File: config.mk
export PLATFORM = sky130hd
export DESIGN_NAME = coef_bank_biquad
export DESIGN_NICKNAME = d
export VERILOG_FILES = /design/src/rtl/coef_bank_biquad.sv
export SDC_FILE = /design/constraint.sdc
export NUM_CORES = 1
export LEC_CHECK = 0
export CAP_MARGIN = 0
export CORE_MARGIN = 2
export CORE_UTILIZATION = 45
export CTS_CLUSTER_DIAMETER = 200
export CTS_CLUSTER_SIZE = 14
export DETAILED_ROUTE_END_ITERATION = 10
export GPL_TIMING_DRIVEN = 1
export PLACE_DENSITY_LB_ADDON = 0.15
export RECOVER_POWER = 25
export SLEW_MARGIN = 40
export SYNTH_ARGS = -nofsm -noshare
export SYNTH_HDL_FRONTEND = slang
export SYNTH_SLANG_ARGS = --single-unit
File: constraint.sdc
create_clock -name clk -period 10.13 [get_ports clk]
set_input_delay 2.026 -clock clk [delete_from_list [all_inputs] [get_ports clk]]
set_output_delay 2.026 -clock clk [all_outputs]
set_load 0.1 [all_outputs]
File: src/rtl/coef_bank_biquad.sv
// Coefficient bank for cascaded biquads: shadow bank for writes, active bank streamed to the MAC.
// Latency: first coefficient valid 1 cycle after start; one coefficient per accepted transfer.
// Backpressure: outputs hold while coef_ready is low; swaps are deferred until the sequencer is idle.
module coef_bank_biquad #(
    parameter int W        = 25,
    parameter int NUM_SECT = 2,
    parameter int SECT_W   = 1
) (
    input  logic              clk,
    input  logic              reset,
    input  logic              start,
    input  logic              coef_ready,
    input  logic              cfg_we,
    input  logic [SECT_W-1:0] cfg_sect,
    input  logic [2:0]        cfg_idx,
    input  logic [W-1:0]      cfg_data,
    input  logic              swap_req,
    output logic [W-1:0]      coef_out,
    output logic [2:0]        coef_idx,
    output logic [SECT_W-1:0] coef_sect,
    output logic              coef_valid,
    output logic              coef_last,
    output logic              busy,
    output logic              swap_pending,
    output logic              cfg_err
);

    localparam int                NCOEF     = 5;
    localparam logic [SECT_W-1:0] LAST_SECT = SECT_W'(NUM_SECT - 1);
    localparam logic [2:0]        LAST_IDX  = 3'd4;

    typedef enum logic {
        IDLE = 1'b0,
        RUN  = 1'b1
    } state_t;

    // Reset value of each coefficient slot: -a1, -a2, b0, b1, b2 (Q10.14, sign-extended to W).
    function automatic logic [W-1:0] dflt(input int i);
        logic [24:0] v;
        case (i)
            0:       v = 25'h0007D71;
            1:       v = 25'h1FFC287;
            2:       v = 25'h0000003;
            3:       v = 25'h0000007;
            default: v = 25'h0000003;
        endcase
        return W'($signed(v));
    endfunction

    logic [W-1:0] shadow [NUM_SECT][NCOEF];
    logic [W-1:0] active [NUM_SECT][NCOEF];

    state_t            state;
    state_t            state_nxt;
    logic              xfer;
    logic              swap_now;
    logic              cfg_ok;
    logic              load;
    logic [SECT_W-1:0] rd_sect;
    logic [2:0]        rd_idx;
    logic [W-1:0]      rd_val;
    logic [SECT_W-1:0] sect_nxt;
    logic [2:0]        idx_nxt;
    logic              valid_nxt;
    logic              last_nxt;
    logic              busy_nxt;

    assign xfer     = coef_valid && coef_ready;
    // A pending swap lands on any edge where the sequencer sits in IDLE.
    assign swap_now = swap_pending && (state == IDLE);
    assign cfg_ok   = (cfg_idx <= LAST_IDX) && (int'(cfg_sect) < NUM_SECT);

    // Next-state and next-output logic for the sweep sequencer.
    always_comb begin
        state_nxt = state;
        load      = 1'b0;
        rd_sect   = '0;
        rd_idx    = '0;
        sect_nxt  = coef_sect;
        idx_nxt   = coef_idx;
        valid_nxt = coef_valid;
        last_nxt  = coef_last;
        busy_nxt  = busy;
        case (state)
            IDLE: begin
                if (start) begin
                    state_nxt = RUN;
                    load      = 1'b1;
                    valid_nxt = 1'b1;
                    busy_nxt  = 1'b1;
                end
            end
            RUN: begin
                if (xfer) begin
                    if (coef_last) begin
                        state_nxt = IDLE;
                        valid_nxt = 1'b0;
                        last_nxt  = 1'b0;
                        busy_nxt  = 1'b0;
                    end else begin
                        load = 1'b1;
                        if (coef_idx == LAST_IDX) begin
                            rd_sect = coef_sect + SECT_W'(1);
                            rd_idx  = 3'd0;
                        end else begin
                            rd_sect = coef_sect;
                            rd_idx  = coef_idx + 3'd1;
                        end
                    end
                end
            end
            default: state_nxt = IDLE;
        endcase
        if (load) begin
            sect_nxt = rd_sect;
            idx_nxt  = rd_idx;
            last_nxt = (rd_sect == LAST_SECT) && (rd_idx == LAST_IDX);
        end
    end

    // Coefficient read mux; on a swap edge the shadow is the value about to become active.
    always_comb begin
        rd_val = '0;
        for (int s = 0; s < NUM_SECT; s++) begin
            for (int i = 0; i < NCOEF; i++) begin
                if (rd_sect == SECT_W'(s) && rd_idx == 3'(i)) begin
                    rd_val = swap_now ? shadow[s][i] : active[s][i];
                end
            end
        end
    end

    // Sequencer state register.
    always_ff @(posedge clk) begin
        if (reset) begin
            state <= IDLE;
        end else begin
            state <= state_nxt;
        end
    end

    // Registered stream outputs.
    always_ff @(posedge clk) begin
        if (reset) begin
            coef_out   <= '0;
            coef_idx   <= '0;
            coef_sect  <= '0;
            coef_valid <= 1'b0;
            coef_last  <= 1'b0;
            busy       <= 1'b0;
        end else begin
            if (load) begin
                coef_out <= rd_val;
            end
            coef_idx   <= idx_nxt;
            coef_sect  <= sect_nxt;
            coef_valid <= valid_nxt;
            coef_last  <= last_nxt;
            busy       <= busy_nxt;
        end
    end

    // Banks: swap copies the pre-write shadow; a coincident write lands in shadow only.
    always_ff @(posedge clk) begin
        if (reset) begin
            for (int s = 0; s < NUM_SECT; s++) begin
                for (int i = 0; i < NCOEF; i++) begin
                    shadow[s][i] <= dflt(i);
                    active[s][i] <= dflt(i);
                end
            end
        end else begin
            for (int s = 0; s < NUM_SECT; s++) begin
                for (int i = 0; i < NCOEF; i++) begin
                    if (swap_now) begin
                        active[s][i] <= shadow[s][i];
                    end
                    if (cfg_we && cfg_ok && cfg_sect == SECT_W'(s) && cfg_idx == 3'(i)) begin
                        shadow[s][i] <= cfg_data;
                    end
                end
            end
        end
    end

    // Swap request flag: set by any request, cleared when the copy is performed.
    always_ff @(posedge clk) begin
        if (reset) begin
            swap_pending <= 1'b0;
        end else if (swap_now) begin
            swap_pending <= 1'b0;
        end else if (swap_req) begin
            swap_pending <= 1'b1;
        end
    end

    // One-cycle error pulse for an out-of-range write.
    always_ff @(posedge clk) begin
        if (reset) begin
            cfg_err <= 1'b0;
        end else begin
            cfg_err <= cfg_we && !cfg_ok;
        end
    end

endmodule

# --- Word level (Yosys, flattened, before mapping) ---
# Memory sizes are Yosys's and may differ from the RTL's.
# Index checks and enable logic that the tools add are counted.
word_totals:
  in_bits: 35
  mem_count: 2
  register_bits: 34
  output_inout_bits: 34
  ram_bits: 500
classes:
  eq_ne: 12
  n_mux: 100
  bitwise: 23
  n_reduce_logical: 34
  n_lt_le_gt_ge: 1
  n_addsub: 2
mem_list:
  columns: ["memory", "words", "word_bits", "rd", "rd_clocked_by_memory_dff", "write_ports", "line_no", "text"]
  rows:
  - ["active", 2, 125, 2, 0, 2, "51", "logic [W-1:0] active [NUM_SECT][NCOEF];"]
  - ["shadow", 2, 125, 2, 0, 2, "50", "logic [W-1:0] shadow [NUM_SECT][NCOEF];"]
ops:
  columns: ["operator", "count"]
  rows:
  - ["25-bit 2-to-1 mux", 44]
  - ["1-bit 2-to-1 mux", 49]
  - ["1-bit logical AND", 26]
  - ["1-bit bitwise OR", 20]
  - ["3-bit by 2-bit == test with 1-bit output (second input constant)", 4]
  - ["3-bit 2-to-1 mux", 4]
  - ["3-bit == test (second input constant)", 3]
  - ["3-bit by 1-bit == test with 1-bit output (second input constant)", 2]
  - ["3-bit logical NOT", 2]
  - ["1-bit one-hot mux with 2 select lines", 3]
  - ["2-bit != test (second input constant)", 2]
  - ["2-bit nonzero test", 2]
  - ["3-bit by 1-bit adder with 3-bit output (second input constant)", 1]
  - ["3-bit <= comparator (second input constant)", 1]
  - ["1-bit NOT", 3]
  - ["3-bit AND reduction", 1]
  - ["2-bit by 1-bit != test with 1-bit output (second input constant)", 1]
  - ["2-bit AND reduction", 1]
  - ["2-bit OR reduction", 1]
  - ["1-bit adder (second input constant)", 1]
  - ["1-bit logical NOT", 1]

# --- Logic depth before layout (Yosys ltp) ---
logic_depth:
  depth_word: 17
  depth_mapped: 12
  ltp_nobuf: 8

# --- Worst setup path after synthesis ---
# No wires, ideal clock.
synth_path:
  path_type: "input-to-reg"
  start: "in reset"
  end: "mem active[0][0] in the netlist's numbering, enable pin"
  n_path_buf: 2
  arrival_time_ps: 6657
  cell_stages: 4
  setup_slack_ps: 1541
  setup_time_ps: 1932
  cell_sequence: "clkinv_1 -> clkbuf_1 -> clkbuf_1 -> nand2_1"
synth_rtl:
  columns: ["item", "line_no", "text"]
  rows:
  - ["from (decl)", "10", "input logic reset,"]
  - ["to (decl)", "51", null]

==> results.sh <==
export IMPL_outcome="finished, violations left"
export IMPL_violations="capacitance limit, slew limit"
export IMPL_synth_simple_area_share_pct=17.7
export IMPL_core_um2=54900
export IMPL_required_ns=10.58
export IMPL_worstPathArrival_ns=6.83
export IMPL_finalCritPeriodShare_pct=63.0
export IMPL_max_slew_margin_pct=-87.8
export IMPL_drv_cap=2
export IMPL_min_from="coef_out[10]"
export IMPL_routed_wl_um=74100
export IMPL_tns_ns=0
export IMPL_num_nets_final=2079
export IMPL_drive_gt1_share_pct=9.24
export IMPL_h_tree_depth=2
export IMPL_antenna_left=0
export IMPL_dr_total_vias=17184
export IMPL_grt_usage_pct=26.0
export IMPL_syn_inst=2048
export IMPL_slew_viol_final=82
export IMPL_cp_max_fo=41
export IMPL_grt_overflow=0
export IMPL_grt_pass1_wl_um=110000
export IMPL_grt_max_degree=186
export IMPL_ys_warn_count=0
export IMPL_hold_class="flop to flop"
export IMPL_ys_seq_area_share_pct=63.1
export IMPL_min_to="coef_out[10]"
export IMPL_cts_made_buffers=44
export IMPL_post_drt_wl_per_cell_um=26.6
export IMPL_synth_edf_count=500
export IMPL_placedCellCount=2698
export IMPL_reg2reg_depth=9
export IMPL_hold_depth=2
export IMPL_dp_hpwl_um=41600
export IMPL_skew_ns=0.0171
export IMPL_instances_no_fill=2783
export IMPL_cts_sinks=534
export IMPL_antenna_found_initial=3
export IMPL_area_delta_synth_final_pct=10.2
export IMPL_critPathCaptureType="flop"
export IMPL_crit_type="primary input to flop"
export IMPL_dominantRegCellSynth="edfxtp_1"
export IMPL_fp_row_count=86
export IMPL_die_area_um2=57200
export IMPL_finalSetupViolations=0
export IMPL_hold_violations=0
export IMPL_clock_tree_root_cell="clkbuf_16"
export IMPL_ys_types=69
export IMPL_cts_resized=0
export IMPL_cts_tree="built"
export IMPL_muxShareOfSynthArea_pct=4.47
export IMPL_synth_xor_area_share_pct=0.0704
export IMPL_worstSetupStartpointType="primary input"
export IMPL_synth_async_sr_flop_share_pct=0
export IMPL_leakage_nw=9.83
export IMPL_synth_compound_area_share_pct=10.7
export IMPL_dr_first_iter_drc_count=2014
export IMPL_cts_setup_buffers=0
export IMPL_grt_setup_unrepaired="false"
export IMPL_drc=0
export IMPL_drtPass1Iterations=6
export IMPL_hold_buffers=0
export IMPL_ys_ff_latch=534
export IMPL_r2r_end="coef_out[4]"
export IMPL_port_buffers=68
export IMPL_cellPowerDensity_nw_per_um2=176
export IMPL_syn_cell_area_um2=24900
export IMPL_die_width_um=239
export IMPL_syn_avg_cell_area_um2=12.1
export IMPL_chipHeight_um=239
export IMPL_synth_top_family_by_area="simple AND/OR/NAND/NOR gates"
export IMPL_clk_latency_ns=0.58
export IMPL_clk_pin_slew_worst_paths_ns=0.07
export IMPL_grt_pass1_vias=17024
export IMPL_vias_per_cell=6.17
export IMPL_r2r_start="swap_pending"
export IMPL_clock_path_buffers=3
export IMPL_worstMarginPinSlew_ns=2.82
export IMPL_gp_congestion=0.794
export IMPL_ios=69
export IMPL_irDropWorstVdd_uv=120
export IMPL_timing_reg2reg_setup_slack_ns=6.21
export IMPL_initial_core_util_pct=45.3
export IMPL_synth_nets=2085
export IMPL_max_freq_mhz=157
export IMPL_post_route_min_period_ns=6.38
export IMPL_synthAdderAreaFrac_pct=0.101
-- cell usage after synthesis (all sizes together), types with 3 or more instances --
cell	n	area share, %
o211ai	22	0.95
o21a	22	0.66
o21ai	58	1.2
nor3	5	0.15
inv	5	0.075
mux4	6	0.54
mux2i	71	2.9
a211oi	13	0.43
nand2	280	4.2
nor4	4	0.13
a221oi	23	0.81
nand2b	27	0.68
a21boi	3	0.091
o31ai	25	0.75
o311ai	4	0.14
a2bb2oi	22	0.77
o22ai	22	0.55
mux2	22	1.1
a21o	4	0.12
and3b	3	0.11
buf	77	2.2
nor2b	3	0.11
a21oi	56	1.1
dfxtp	34	2.7
a31oi	72	1.8
nor2	107	1.6
a41o	3	0.12
or3	92	2.3
and2	124	3.1
and3	185	4.7
clkbuf	100	1.5
edfxtp	500	60
nand3	6	0.12
o2bb2ai	22	0.77
o221a	3	0.14
-- metrics by stage --
step                      hold WS [ns]  total power, mW  setup WS, ns  utilization, %  area, um^2
final                            0.494             4.83          3.75            49.9       27400
after detailed placement         0.475             3.22          4.98            47.5       26100
after CTS                        0.495             4.86          5.59            49.9       27400
after floorplan                  0.481             3.05          1.54               -       24900
after global routing             0.519             4.99          3.65            49.9       27400
after global placement           0.472             3.22          4.61            47.5       26100
-- placed cells by master, fill, tap and decap left out, drive strengths merged, types with 3 or more instances in the layout --
cell | Yosys | routed
a221oi | 23 | 23
inv | 5 | 6
nor3 | 5 | 5
mux2i | 71 | 71
o2bb2ai | 22 | 22
nor2 | 107 | 107
a21boi | 3 | 3
o311ai | 4 | 4
or3 | 92 | 92
a211oi | 13 | 13
clkdlybuf4s50 | 0 | 32
o31ai | 25 | 25
clkbuf | 100 | 111
and3 | 185 | 185
mux2 | 22 | 22
buf | 77 | 60
and2 | 124 | 124
a21o | 4 | 4
a21oi | 56 | 56
edfxtp | 500 | 500
a2bb2oi | 22 | 22
and3b | 3 | 3
nand3 | 6 | 6
o221a | 3 | 3
o21a | 22 | 22
nor2b | 3 | 3
o22ai | 22 | 22
a41o | 3 | 3
a31oi | 72 | 72
mux4 | 6 | 6
o21ai | 58 | 58
dfxtp | 34 | 34
o211ai | 22 | 22
nand2 | 280 | 280
nor4 | 4 | 4
nand2b | 27 | 27
-- per-layer routing --
metal	up-vias	GRT usage, %	wire (um)
li1	7640	-	-
met1	8639	37.4	32400
met2	788	40.0	33500
met3	117	4.80	6270
met4	0	8.09	1870
met5	-	0	0
-- flip-flops by register name, indices dropped and copies added, names as in the netlist --
signal and cells:
state 1, coef_idx 3, coef_out 25, coef_sect 1
busy 1, cfg_err 1, swap_pending 1, shadow 250
coef_last 1, active 250
-- critical path: stages --
cell and delay [ns]:
buf_2 0.07, clkbuf_1 1.97, clkbuf_1 1.75, nor2_4 0.39, buf_8 0.33, nand2_1 0.12
o211ai_2 0.09
-- cells by family after synthesis --
group | Yosys count
buffers and inverters | 183
flip-flops | 534
AO/OA/AOI/OAI | 381
AND/OR/NAND/NOR | 847
adder cells (fa/ha/maj) | 2
multiplexers | 99
XOR/XNOR | 2
-- worst max path at each step --
stage | start | to | slack, ns | cells past startpoint
after detailed placement | cfg_idx[1] | shadow[0][122] | 4.98 | 6
final | reset | coef_out[11] | 3.75 | 7
after global routing | reset | shadow[0][62] | 3.65 | 8
after global placement | coef_ready | coef_out[20] | 4.61 | 7
after CTS | cfg_idx[1] | shadow[0][120] | 5.59 | 6
after floorplan | reset | active[0][0] | 1.54 | 4
-- power by group --
part | internal (mW) | switching, mW | leakage [nW]
Sequential | 2.57 | 0.0628 | 5.14
Combinational | 0.148 | 0.398 | 4.06
Clock | 0.855 | 0.803 | 0.620
-- area by class of cell --
class | instances | area [um^2]
diodes | 2 | 5.00
clock buffers | 79 | 1270
clock inverters | 2 | 32.5
fillers | 4810 | 27500
inverters | 6 | 27.5
multi-input cells | 1331 | 8480
flip-flops and latches | 534 | 15700
well taps | 704 | 881
repair buffers | 125 | 1010
No activity file was read; power rests on OpenSTA's default activity.
